### config.mk
export PLATFORM = sky130hd
export DESIGN_NAME = ram_1r1w_ext
export DESIGN_NICKNAME = d
export VERILOG_FILES = /design/src/rtl/ram_1r1w_ext.sv
export SDC_FILE = /design/constraint.sdc
export NUM_CORES = 1
export LEC_CHECK = 0
export CAP_MARGIN = 20
export CORE_MARGIN = 10
export CORE_UTILIZATION = 33
export DETAILED_ROUTE_END_ITERATION = 7
export GPL_TIMING_DRIVEN = 1
export HOLD_SLACK_MARGIN = 0.12
export PLACE_DENSITY = 0.51
export SYNTH_ARGS = -nofsm -noshare
export SYNTH_HDL_FRONTEND = slang
export SYNTH_SLANG_ARGS = --single-unit
### constraint.sdc
create_clock -name clk -period 6.7 [get_ports clk]
set_input_delay 1.34 -clock clk [delete_from_list [all_inputs] [get_ports clk]]
set_output_delay 1.34 -clock clk [all_outputs]
set_load 0.1 [all_outputs]
### src/rtl/ram_1r1w_ext.sv
// ram_1r1w_ext: parametrised 1R1W distributed RAM with a self-clearing init sweep.
//   After reset the whole array is swept to INIT_VAL. The sweep takes DEPTH cycles,
//   and init_done rises on the edge that writes the last word. User traffic is
//   ignored until then.
// Ports:
//   clk, rst      - clock; synchronous active-high reset
//   init_done     - high once the init sweep has completed
//   wr/wmask/waddr/din - write port; wmask has one bit per WE_GRAN-bit lane
//   rd/raddr      - read request
//   dout/dout_valid - read data and its one-cycle qualifier after RD_LATENCY cycles
module ram_1r1w_ext #(
    parameter int unsigned     WIDTH       = 64,
    parameter int unsigned     DEPTH_NBITS = 4,
    parameter int unsigned     DEPTH       = 1 << DEPTH_NBITS,
    parameter int unsigned     WE_GRAN     = 8,
    parameter int unsigned     RD_LATENCY  = 1,
    parameter int unsigned     BYPASS      = 1,
    parameter logic [WIDTH-1:0] INIT_VAL   = '0
) (
    input  logic                         clk,
    input  logic                         rst,
    output logic                         init_done,
    input  logic                         wr,
    input  logic [WIDTH/WE_GRAN-1:0]     wmask,
    input  logic [DEPTH_NBITS-1:0]       waddr,
    input  logic [WIDTH-1:0]             din,
    input  logic                         rd,
    input  logic [DEPTH_NBITS-1:0]       raddr,
    output logic [WIDTH-1:0]             dout,
    output logic                         dout_valid
);

    localparam int unsigned NLANES = WIDTH / WE_GRAN;

    localparam logic [0:0] ST_INIT  = 1'b0;
    localparam logic [0:0] ST_READY = 1'b1;

    // Elaboration-time parameter legality checks
    if ((WIDTH % WE_GRAN) != 0) begin : g_bad_gran
        $fatal(1, "ram_1r1w_ext: WIDTH must be a multiple of WE_GRAN");
    end
    if ((RD_LATENCY != 1) && (RD_LATENCY != 2)) begin : g_bad_lat
        $fatal(1, "ram_1r1w_ext: RD_LATENCY must be 1 or 2");
    end
    if (DEPTH != (1 << DEPTH_NBITS)) begin : g_bad_depth
        $fatal(1, "ram_1r1w_ext: DEPTH must equal 1<<DEPTH_NBITS");
    end

    (* ram_style = "distributed" *) logic [WIDTH-1:0] mem_q [DEPTH];

    logic [0:0]             state_q, state_d;
    logic [DEPTH_NBITS-1:0] init_cnt_q, init_cnt_d;
    logic                   init_done_q, init_done_d;
    logic [WIDTH-1:0]       dout_q;
    logic                   dout_valid_q;

    logic                   ready;
    logic                   rd_fire;
    logic [WIDTH-1:0]       rd_data;

    // Init FSM next-state logic
    always_comb begin
        state_d     = state_q;
        init_cnt_d  = init_cnt_q;
        init_done_d = init_done_q;
        case (state_q)
            ST_INIT: begin
                init_cnt_d = DEPTH_NBITS'(init_cnt_q + 1'b1);
                if (init_cnt_q == DEPTH_NBITS'(DEPTH - 1)) begin
                    state_d     = ST_READY;
                    init_done_d = 1'b1;
                end
            end
            ST_READY: begin
                init_done_d = 1'b1;
            end
            default: begin
                state_d = ST_INIT;
            end
        endcase
    end

    // Init FSM state register
    always_ff @(posedge clk) begin
        if (rst) begin
            state_q     <= ST_INIT;
            init_cnt_q  <= '0;
            init_done_q <= 1'b0;
        end else begin
            state_q     <= state_d;
            init_cnt_q  <= init_cnt_d;
            init_done_q <= init_done_d;
        end
    end

    assign ready   = (state_q == ST_READY);
    assign rd_fire = rd && ready;

    // Array write: sweep word during INIT, masked user write once READY; nothing on a reset edge
    always_ff @(posedge clk) begin
        if (!rst) begin
            if (!ready) begin
                mem_q[init_cnt_q] <= INIT_VAL;
            end else if (wr) begin
                for (int unsigned i = 0; i < NLANES; i++) begin
                    if (wmask[i]) begin
                        mem_q[waddr][i*WE_GRAN +: WE_GRAN] <= din[i*WE_GRAN +: WE_GRAN];
                    end
                end
            end
        end
    end

    // Read word, with per-lane forwarding of a same-edge write when BYPASS is set
    always_comb begin
        rd_data = mem_q[raddr];
        if ((BYPASS != 0) && wr && (waddr == raddr)) begin
            for (int unsigned i = 0; i < NLANES; i++) begin
                if (wmask[i]) begin
                    rd_data[i*WE_GRAN +: WE_GRAN] = din[i*WE_GRAN +: WE_GRAN];
                end
            end
        end
    end

    if (RD_LATENCY == 1) begin : g_lat1
        always_ff @(posedge clk) begin
            if (rst) begin
                dout_q       <= '0;
                dout_valid_q <= 1'b0;
            end else begin
                dout_valid_q <= rd_fire;
                if (rd_fire) begin
                    dout_q <= rd_data;
                end
            end
        end
    end else begin : g_lat2
        // Stage 1 snapshots the array at the read edge, so later writes cannot leak in
        logic [WIDTH-1:0] p1_data_q;
        logic             p1_valid_q;

        always_ff @(posedge clk) begin
            if (rst) begin
                p1_data_q    <= '0;
                p1_valid_q   <= 1'b0;
                dout_q       <= '0;
                dout_valid_q <= 1'b0;
            end else begin
                p1_valid_q   <= rd_fire;
                dout_valid_q <= p1_valid_q;
                if (rd_fire) begin
                    p1_data_q <= rd_data;
                end
                if (p1_valid_q) begin
                    dout_q <= p1_data_q;
                end
            end
        end
    end

    assign init_done  = init_done_q;
    assign dout       = dout_q;
    assign dout_valid = dout_valid_q;

endmodule

# ---- Yosys cells after proc, flatten, opt, wreduce, memory -nomap -nowiden
# Memory sizes are Yosys's and may differ from the RTL's.
# Cells that the tools add are included.
dict set report classes {
  addsub 1
  n_eq_ne 3
  mux 59
  n_bitwise 1
  reduce_logical 3
}
# op n
set op_table {}
lappend op_table {{$mux W64} 2}
lappend op_table {{$mux W8} 9}
lappend op_table {{$reduce_or A64 Y1} 1}
lappend op_table {{$mux W1} 46}
lappend op_table {{$add A4 B1 Y4 const B} 1}
lappend op_table {{$eq A4 B4 Y1} 1}
lappend op_table {{$eq A4 B4 Y1 const B} 1}
lappend op_table {{$mux W4} 1}
lappend op_table {{$logic_and A1 B1 Y1} 2}
lappend op_table {{$ne A2 B2 Y1 const B} 1}
lappend op_table {{$pmux W1 S2} 1}
lappend op_table {{$not A1 Y1} 1}
dict set report totals {
  regBits 71
  ramBits 1024
  mem_count 1
}
# memory depth word_bits rd rd_ports_with_merged_regs wr line_no
set memory_table {}
lappend memory_table {mem_q 16 64 1 0 1 49} ;# (* ram_style = "distributed" *) logic [WIDTH-1:0] mem_q [DEPTH];

# ---- Longest topological paths before layout
dict set report logic_depth {
  word_depth 7
  mapped_depth 8
  mapped_depth_nobuf 5
}

# ---- Worst setup path after synthesis
# Ideal clock, no wire load.
dict set report synth_path {
  path_type {input to register}
  start {in rst}
  end {mem mem_q[0][48] (enable)}
  setup_ns 0.370
  arrival_ns 3.351
  path_slack_ns 2.979
  stages 6
  cell_sequence {clkbuf_1 > a211oi_4 > mux2i_2 > nand3_4 > buf_4 > nor2_1}
}
dict set report synth_between {
  elab_chain_len 4
  word_cells_on_any_way 21
}
# item line_no
set synth_rtl {}
lappend synth_rtl {{from (decl)} 21} ;# input logic rst,
lappend synth_rtl {{$mux W1} 101} ;# if (!rst) begin
lappend synth_rtl {{$mux W1 (not written as such)} 107} ;# mem_q[waddr][i*WE_GRAN +: WE_GRAN] <= din[i*WE_GRAN +: WE_GRAN];
lappend synth_rtl {{$reduce_or A64 Y1 (no source line)} -}
lappend synth_rtl {{$mux W4 (no source line) / $mux W8 (equally long branches)} -}
lappend synth_rtl {{to (decl)} 49}
# Several ways; a longest one is shown, not always the timed one.

# ---- Worst setup path after layout
dict set report layout_path {
  start {in wmask[7]}
  end {mem mem_q[9][33] (enable)}
}
dict set report layout_between {
  elab_chain_len 7
  word_cells_on_any_way 8
}
# item line_no
set layout_rtl {}
lappend layout_rtl {{from (decl)} 24} ;# input logic [WIDTH/WE_GRAN-1:0] wmask,
lappend layout_rtl {{$mux W1 (*)} 106} ;# if (wmask[i]) begin
lappend layout_rtl {{$mux W1 (*)} 104} ;# end else if (wr) begin
lappend layout_rtl {{$mux W1 (*)} 102} ;# if (!ready) begin
lappend layout_rtl {{$mux W1 (*)} 101}
lappend layout_rtl {{$mux W1 (not written as such) (*)} 107}
lappend layout_rtl {{$reduce_or A64 Y1 (no source line) (*)} -}
lappend layout_rtl {{$mux W4 (no source line) / $mux W8 (equally long branches)} -}
# Mark *: on every way between the ends. The rest lies on a longest branch, timed or not.

==> impl_metrics.yaml <==
critical_path:
  end_kind: "flop"
  cp.required_ns: 7.01
  r2r_setup_slack_ns: 2.63
  worstPathCellList: "clkdlybuf4s50_1 -> nor4_4 -> a211oi_4 -> buf_4 -> mux2i_2 -> nand3_4 -> nor2_1"
  r2r-start: "ready$_SDFF_PP0_"
  crit_arrival_ns: 4.91
  cp-start-kind: "input pin"
  crit_type: "input pin to flop"
  rr_worst_depth: 6
  r2r_end: "mem_q[4][53]$_DFFE_PP_"
  critical_path_buf_inv_count: 2
  worstPathMaxFanout: 16
  cp_slowest_cell: "nor2_1"
  max_stage_delay_ns: 0.83
  crit_family: "simple AND/OR/NAND/NOR gates"
cts:
  clk_pin_slew_ns: 0.06
  cts_buffer_depth: 3
  worstSkewPairLatency_ns: 0.68
  h-tree-depth: 3
  post-cts-setup-buffers: 0
  cts_made_buffers: 111
  cts_tree: "yes"
  post_cts_resized: 0
  cts_hold_buf: 0
  cts_sinks: 1095
  cts-root-buf: "clkbuf_16"
timing:
  tightest_slew_ns: 1.01
  setup_slack_ns: 2.10
  period_share_pct: 68.6
  fin_tns_setup_ns: 0
  slew_viol_final: 0
  fin_crit_ns: 4.60
  holdWs_ns: 0.487
  slew_headroom_pct: 32.7
  rsz0062_at_grt: "false"
  fin_worst_skew_ns: 0.0189
  hold_viol_final: 0
  setup_violations: 0
  fmaxAchievable_ghz: 0.218
logic_synthesis:
  avgSynthCellArea_um2: 20.9
  async_flop_share_pct: 0
  ys_seq_elements: 1095
  syn_nets: 2109
  yosysSeqAreaShare_pct: 76.1
  yosys_warnings: 0
  ys.flop_type: "edfxtp_1"
  synth_edf_count: 1024
  syn_inst: 2024
  synth_area_um2: 42300
  synth_cell_types: 34
finish:
  fin_nets: 2272
  syn2layout_area_growth_pct: 16.6
  diodes: 0
  layout-drive-gt1-share_pct: 22.0
  fillers: 11218
min_path:
  min_from: "dout[43]$_SDFFE_PP0P_"
  whs_endpoint: "dout[43]$_SDFFE_PP0P_"
  worstHoldPathCells: 1
  hp-class: "flop to flop"
routing:
  drc: 0
  firstDrtPassIters: 5
  wl_per_cell_um: 27.2
  totalWireLength_um: 107000
  via_count: 20614
  ant_nets: 0
  routed_via_density: 5.22
  drt_iter0_drc: 1830
die:
  core_area_um2: 127000
  start_util_pct: 33.2
  die_area_um2: 143000
  die_x_um: 378
  ios: 150
  die_h_um: 378
  rows: 131
pwr:
  cellPowerDensity_nw_per_um2: 291
  p_sw_share_pct: 20.9
  clkPwrFrac_pct: 44.3
  p_seq_share_pct: 51.9
  p_int_mw: 11.4
  p_total_mw: 14.4
  power.static_leakage_nw: 16.8
  p_sw_mw: 3.00
  peakVddDrop_mv: 0.214
  combinationalPowerShare_pct: 3.8
grt:
  antenna_found_initial: 7
  grt_usage_pct: 14.8
  grt_overflow: 0
  grt_pass1_wl_um: 155000
  grt_pass1_vias: 21870
  grt_start_max_net_pins: 82
outcome:
  status: "finished, final reports clean"
place:
  post-place-ws_ns: 1.34
  port_buffers: 149
  gp_congestion: 0.801
  hpwl_um: 69700
flow_run:
  max_cap_violations: 0
## synth_stat cells, drive strengths merged, types with 3 or more instances
library cell | number | area share, %
edfxtp | 1024 | 73
nand3 | 8 | 0.33
inv | 10 | 0.089
mux2 | 4 | 0.13
nor4 | 3 | 0.15
clkbuf | 61 | 0.54
xor2 | 5 | 0.10
mux2i | 5 | 0.14
o31ai | 8 | 0.40
and2 | 73 | 1.1
nor2b | 3 | 0.044
dfxtp | 71 | 3.4
nand2 | 26 | 0.25
a21oi | 74 | 0.88
a22oi | 128 | 2.3
buf | 59 | 0.86
nor2 | 135 | 1.3
mux4 | 256 | 14
a221o | 64 | 1.5
## worst register-to-register path, stage by stage (launching register included)
cell and delay [ns]:
dfxtp_1 0.95, nand2_4 0.08, a211oi_4 0.27, buf_4 0.65
mux2_2 0.63, nand2_1 0.39, nor2_1 0.73
## registers in the layout, summed over array words and instances (netlist names)
| name | flops |
|---|---|
| mem_q | 1024 |
| dout | 64 |
| init_cnt_q | 4 |
| dout_valid | 1 |
| init_done | 1 |
| ready | 1 |
## power groups by stage
stage / Clock [mW] / Sequential [mW] / Combinational, mW
2_1_floorplan: 0 / 7.60 / 0.340
3_3_place_gp: 0 / 7.61 / 0.542
3_5_place_dp: 0 / 7.61 / 0.549
4_1_cts: 6.48 / 7.47 / 0.550
5_1_grt: 6.77 / 7.47 / 0.578
6_report: 6.36 / 7.47 / 0.544
## through the flow
stage,std cells,instance area [um^2],utilization [%]
detailed placement,3735,45500,35.7
global route,3947,49300,38.7
global placement,3735,45500,35.7
CTS,3946,49300,38.7
finish,3947,49300,38.7
floorplan,2024,42300,-
## cell families (layout without fill, tap and decap cells)
kind of cell / after synthesis / count (layout) / synth area share [%]
flops: 1095 / 1095 / 76.1
simple gates: 249 / 249 / 3.17
compound gates: 278 / 278 / 5.19
buf+inv: 130 / 391 / 1.49
xor+xnor: 6 / 6 / 0.124
mux: 265 / 265 / 13.9
fa+ha+maj: 1 / 1 / 0.0296
## worst max-delay path by stage
| stage | start | endpoint | slack, ns | depth (start not counted) |
|---|---|---|---|---|
| after floorplan | rst | mem_q[0][48]$_DFFE_PP_ | 2.98 | 6 |
| after global placement | wmask[7] | mem_q[4][53]$_DFFE_PP_ | 1.52 | 7 |
| after detailed placement | wmask[7] | mem_q[9][34]$_DFFE_PP_ | 1.34 | 7 |
| after CTS | wmask[7] | mem_q[9][35]$_DFFE_PP_ | 2.09 | 7 |
| after global routing | wmask[7] | mem_q[6][42]$_DFFE_PP_ | 1.90 | 7 |
| final | wmask[7] | mem_q[9][33]$_DFFE_PP_ | 2.10 | 7 |
## area by class of cell
type	count	area (um^2)	share of cell area, %
Inverter	10	37.5	0.0761
Timing Repair Buffer	170	1700	3.46
Multi-Input combinational cell	799	9520	19.3
Clock buffer	129	2910	5.90
Tap cell	1662	2080	4.22
Sequential cell	1095	32200	65.2
Clock inverter	82	887	1.80
## routing by layer
layer / share of wire (%) / global-route usage [%] / up-vias
met1: 41 / 18.8 / 10973
met5: 0.037 / 0 / -
met2: 50 / 24.7 / 680
met3: 6.8 / 3.66 / 143
met4: 2.7 / 4.69 / 8
li1: - / - / 8810
## cell usage in the layout (no fill, tap or decap), types with 18 or more instances in the layout
cell type,n
a21oi_1,73
buf_4,18
clkinv_1,19
a221o_1,64
clkinv_2,22
dfxtp_1,71
nand2_1,25
nor2_1,123
clkdlybuf4s50_1,147
clkbuf_16,113
edfxtp_1,1024
a22oi_1,128
mux4_2,256
and2_1,72
Note: power is estimated with default switching activity, not from simulation.
